`config.mk`:
```
export PLATFORM = sky130hd
export DESIGN_NAME = pipe_rca
export DESIGN_NICKNAME = d
export VERILOG_FILES = /design/src/rtl/pipe_rca_pkg.sv /design/src/rtl/rca_seg.sv /design/src/rtl/pipe_rca.sv
export SDC_FILE = /design/constraint.sdc
export NUM_CORES = 1
export LEC_CHECK = 0
export ABC_AREA = 0
export CELL_PAD_IN_SITES_DETAIL_PLACEMENT = 2
export CELL_PAD_IN_SITES_GLOBAL_PLACEMENT = 2
export CORE_ASPECT_RATIO = 0.8
export CORE_MARGIN = 2
export CORE_UTILIZATION = 30
export CTS_CLUSTER_DIAMETER = 120
export DETAILED_ROUTE_END_ITERATION = 7
export GPL_ROUTABILITY_DRIVEN = 0
export PLACE_DENSITY_LB_ADDON = 0.1
export REMOVE_ABC_BUFFERS = 1
export SYNTH_ARGS = -nofsm -noshare
export SYNTH_HDL_FRONTEND = slang
export SYNTH_SLANG_ARGS = --single-unit
```
`constraint.sdc`:
```
create_clock -name clk -period 3.25 [get_ports clk]
set_input_delay 0.325 -clock clk [delete_from_list [all_inputs] [get_ports clk]]
set_output_delay 0.325 -clock clk [all_outputs]
set_load 0.005 [all_outputs]
```
`src/rtl/pipe_rca_pkg.sv`:
```
// Shared constants for the pipelined ripple-carry adder.
package pipe_rca_pkg;

  localparam int DEF_WIDTH = 16;
  localparam int DEF_SEG   = 4;

  function automatic int stages(input int width, input int seg);
    return width / seg;
  endfunction

endpackage

```
`src/rtl/rca_seg.sv`:
```
// One SEG-bit ripple-carry chain; also exposes the carry into its top bit for overflow detection.
module rca_seg #(
  parameter int SEG = 4
) (
  input  logic [SEG-1:0] a,
  input  logic [SEG-1:0] b,
  input  logic           ci,
  output logic [SEG-1:0] s,
  output logic           co,
  output logic           c_msb_in
);

  logic c;

  always_comb begin
    c        = ci;
    s        = '0;
    c_msb_in = 1'b0;
    for (int i = 0; i < SEG; i++) begin
      if (i == SEG - 1) c_msb_in = c;
      s[i] = a[i] ^ b[i] ^ c;
      c    = (a[i] & b[i]) | (c & (a[i] ^ b[i]));
    end
    co = c;
  end

endmodule

```
`src/rtl/pipe_rca.sv`:
```
// Pipelined add/subtract: one SEG-bit ripple segment per stage, latency WIDTH/SEG cycles.
// Whole pipeline stalls when the output holds a result that downstream does not take.
module pipe_rca
  import pipe_rca_pkg::*;
#(
  parameter int WIDTH = DEF_WIDTH,
  parameter int SEG   = DEF_SEG
) (
  input  logic             clk,
  input  logic             rst_n,
  input  logic             in_valid,
  output logic             in_ready,
  input  logic [WIDTH-1:0] a,
  input  logic [WIDTH-1:0] b,
  input  logic             cin,
  input  logic             sub,
  output logic             out_valid,
  input  logic             out_ready,
  output logic [WIDTH-1:0] s,
  output logic             cout,
  output logic             ovf
);

  localparam int STAGES = stages(WIDTH, SEG);

  if ((WIDTH % SEG) != 0 || WIDTH < SEG) begin : g_bad_params
    $error("pipe_rca: WIDTH must be a non-zero multiple of SEG");
  end

  logic en;
  assign en       = !out_valid || out_ready;
  assign in_ready = en;

  for (genvar k = 0; k < STAGES; k++) begin : g_stage
    // Each stage register packs {upper a, upper b, completed sum bits}.
    localparam int RW = WIDTH - k * SEG;
    localparam int SW = (k + 1) * SEG;
    localparam int DW = 2 * (RW - SEG) + SW;

    logic [RW-1:0]  a_in, b_in;
    logic           c_in, v_in;
    logic [SEG-1:0] seg_s;
    logic           seg_co, seg_cm;
    logic [SW-1:0]  s_new;
    logic [DW-1:0]  d_nxt, d_q;
    logic           v_q, c_q;

    if (k == 0) begin : g_first
      assign a_in  = a;
      assign b_in  = sub ? ~b : b;
      assign c_in  = sub | cin;
      assign v_in  = in_valid;
      assign s_new = seg_s;
    end else begin : g_next
      localparam int PDW = 2 * RW + k * SEG;
      assign a_in  = g_stage[k-1].d_q[PDW-1 -: RW];
      assign b_in  = g_stage[k-1].d_q[PDW-RW-1 -: RW];
      assign c_in  = g_stage[k-1].c_q;
      assign v_in  = g_stage[k-1].v_q;
      assign s_new = {seg_s, g_stage[k-1].d_q[k*SEG-1:0]};
    end

    rca_seg #(.SEG(SEG)) u_seg (
      .a        (a_in[SEG-1:0]),
      .b        (b_in[SEG-1:0]),
      .ci       (c_in),
      .s        (seg_s),
      .co       (seg_co),
      .c_msb_in (seg_cm)
    );

    // Data registers load only on real operands so outputs hold across bubbles.
    always_ff @(posedge clk or negedge rst_n) begin
      if (!rst_n) begin
        v_q <= 1'b0;
        c_q <= 1'b0;
        d_q <= '0;
      end else if (en) begin
        v_q <= v_in;
        if (v_in) begin
          c_q <= seg_co;
          d_q <= d_nxt;
        end
      end
    end

    if (k < STAGES - 1) begin : g_skew
      logic cm_unused;
      assign d_nxt     = {a_in[RW-1:SEG], b_in[RW-1:SEG], s_new};
      assign cm_unused = seg_cm;
    end else begin : g_last
      logic m_q;
      assign d_nxt = s_new;

      always_ff @(posedge clk or negedge rst_n) begin
        if (!rst_n) begin
          m_q <= 1'b0;
        end else if (en && v_in) begin
          m_q <= seg_cm;
        end
      end

      assign out_valid = v_q;
      assign s         = d_q;
      assign cout      = c_q;
      assign ovf       = c_q ^ m_q;
    end
  end

endmodule

```
==> summary.md <==
| Metric | Value |
|---|---|
| Vias in the first global route | `2755` |
| Resized Gates After CTS | `0` |
| Core Util, Final | `38.8%` |
| Slew @ Worst Pin | `0.748 ns` |
| Netlist Area Pre-Place | `0.00424 mm2` |
| Die area | `0.0151 mm2` |
| Worst EP required | `3.48 ns` |
| CTS Buf Count | `9` |
| Status | `finished, final reports clean` |
| Clock Path Buffers | `2` |
| Fin. max-slew vios | `0` |
| Cells after Synth | `300` |
| Setup crit end kind | `register` |
| Row count | `38` |
| Mean Syn Cell Area | `14.1 um2` |
| DR WL/cell | `16.2 um` |
| Commonest non-fill, non-tap cell in the layout | `dfrtp_1` |
| CTS tree | `built` |
| Register area | `0.00243 mm2` |
| Total GRT Usage | `13.3%` |
| Depth of the CTS H-tree | `3` |
| Multi-input gate area | `0.00157 mm2` |
| CP arrival | `2.77 ns` |
| CP Max Fanout | `3` |
| Avg Vias per Cell | `4.41` |
| Most frequent cells in the layout | `dfrtp_1, mux2_2, clkdlybuf4s50_1, inv_1, a21oi_1` |
| Root buffer cell | `clkbuf_16` |
| Worst vdd ir | `299 uV` |
| Post-Synth Simple-Gate Area | `1.65%` |
| Total routed wirelength | `8.84 mm` |
| Area of the core | `0.0137 mm2` |
| Die Y-Extent | `110 um` |
| Max-slew headroom | `50.0%` |
| Global-route wire length before repair | `14.8 mm` |
| XOR/XNOR share of the synthesized area | `3.51%` |
| RSZ-0062 raised after global routing | `false` |
| Leakage | `2.34 nW` |
| Initial Utilization | `30.9%` |
| Largest family of logic cells by synthesized area | `multiplexers` |
| Clock Skew | `0.00594 ns` |
| Final cell count without fillers | `545` |
| NumNets Final | `414` |
| Worst-Skew Late Latency | `0.34 ns` |
| Drt pass-1 iters | `3` |
| Clock-pin slew on the worst setup and hold paths | `0.06 ns` |
| Vias post-DR | `2405` |
| Placed Instances | `529` |
| Setup TNS Final | `0 ns` |
| Reg-to-reg setup timing slack | `1.01 ns` |
| Initial drt markers | `73` |
| DR DRC count | `0` |
| Number of max-cap violations | `0` |
| Sequential element share of the synthesized area | `57.3%` |
| Die W | `137 um` |
| Sink Count | `97` |
| Yosys warning count | `0` |
| Share of layout cells above drive strength 1 | `26.3%` |
| Critical path type | `in2reg` |
| IO buf count | `57` |
| Crit share post-route | `78.2%` |
| Min Hold Slack | `0.0254 ns` |
| Largest net degree at the start of global routing | `53` |
| I/O pin cnt | `58` |
| Synth cell types | `20` |
| Final Setup Violations | `0` |
| Fillers | `1395` |
| HP Class | `in2async` |
| Initial antenna violation count | `0` |
| Final hold vios | `0` |
| #FFs+latches synth | `97` |
| Final ANT Viol Nets | `0` |
| Startpoint types | `input pin` |
| Compound-gate portion of the synthesized area | `3.19%` |
| Hpwl dp | `5.87 mm` |
| Ant diodes | `0` |
| Multiplexer share of the synthesized area | `21.1%` |
| Pwr/cell area | `941 mW/mm2` |
| Hold Buf Count CTS | `0` |
| Layout area overhead | `25.3%` |
| Min Clock Period, post-route | `2.54 ns` |
| Post-Synth Adder-Cell Area | `7.56%` |
| Fmax | `394 MHz` |
| Post-CTS setup buffers | `0` |
| Global route overflow | `0` |
## report_power, final
part,switching [mW],total [mW],internal (mW),leakage (nW)
Combinational,0.722,1.75,1.03,1.06
Clock,0.453,1.17,0.714,0.162
Sequential,0.305,2.08,1.77,1.12
Total,1.48,5.00,3.52,2.34
## state kept, by name (all words and copies together) (netlist names)
name and cells:
s 16, out_valid 1, g_stage.v_q 3, g_stage.g_last.m_q 1
g_stage.c_q 3, cout 1, g_stage.d_q 72
## metal layers
metal | global-route usage [%] | up-vias | wire length, um | part of all wire [%]
li1 | - | 1098 | - | -
met1 | 17.1 | 1256 | 4060 | 46
met2 | 21.7 | 43 | 4260 | 48
met3 | 3.80 | 8 | 404 | 4.6
met4 | 4.86 | 0 | 114 | 1.3
met5 | 0 | - | 0 | 0
## cell families after synthesis
logic type / Yosys count
mux: 79
xor+xnor: 17
compound gates: 27
buf+inv: 52
flops: 97
fa+ha+maj: 16
simple gates: 12
## path summary, 6_finish.rpt
path	startpoint	to	cells after the start
max	sub	g_stage[0].d_q[3]$_DFFE_PN0P_	10
min	rst_n	g_stage[0].d_q[25]$_DFFE_PN0P_	1
max reg2reg	g_stage[2].d_q[12]$_DFFE_PN0P_	s[15]$_DFFE_PN0P_	7
min reg2reg	g_stage[2].v_q$_DFFE_PN0N_	out_valid$_DFFE_PN0N_	2
max in group asynchronous	rst_n	s[5]$_DFFE_PN0P_	2
min in group clk	g_stage[2].v_q$_DFFE_PN0N_	out_valid$_DFFE_PN0N_	2
## critical path: stages
cell and delay, ns:
clkdlybuf4s50_1 0.55, xnor2_1 0.13, fa_1 0.41, inv_1 0.08, fa_1 0.16, inv_1 0.05
fa_1 0.35, inv_1 0.07, fa_1 0.40, mux2_4 0.26
## cell usage after synthesis
cell      count  share of area, %
and2_4        1              0.21
fa_1         16               7.6
xnor2_1      12               2.5
nand3_1       4              0.47
inv_1        38               3.4
a21oi_1      20               2.4
nor2_1        1             0.088
buf_6         4               1.1
o21ai_0       7              0.83
clkbuf_1      2              0.18
buf_2         6              0.71
dfrtp_1      97                57
xor2_1        5               1.0
buf_4         2              0.35
nand2b_4      1              0.32
mux2i_1      10               2.4
mux2_2       64                17
nand2_1       3              0.27
mux2_4        5               1.8
nand2_2       2              0.30
## area by class of cell
cell class                      instances  share of cell area, %
Multi-Input combinational cell        151                   29.6
Timing Repair Buffer                   63                   11.5
Tap cell                              180                   4.24
Clock inverter                          5                   1.46
Clock buffer                           11                   4.76
Inverter                               38                   2.69
Sequential cell                        97                   45.7
## per-stage QoR
stage	instance area (um2)	total power [mW]	worst slack, ns
floorplan	4140	3.15	0.987
global placement	4980	3.83	0.370
finish	5310	5.00	0.709
detailed placement	4980	3.93	0.317
global route	5310	5.42	0.602
CTS	5310	5.13	0.682
Power figures use the tool's default switching activity.
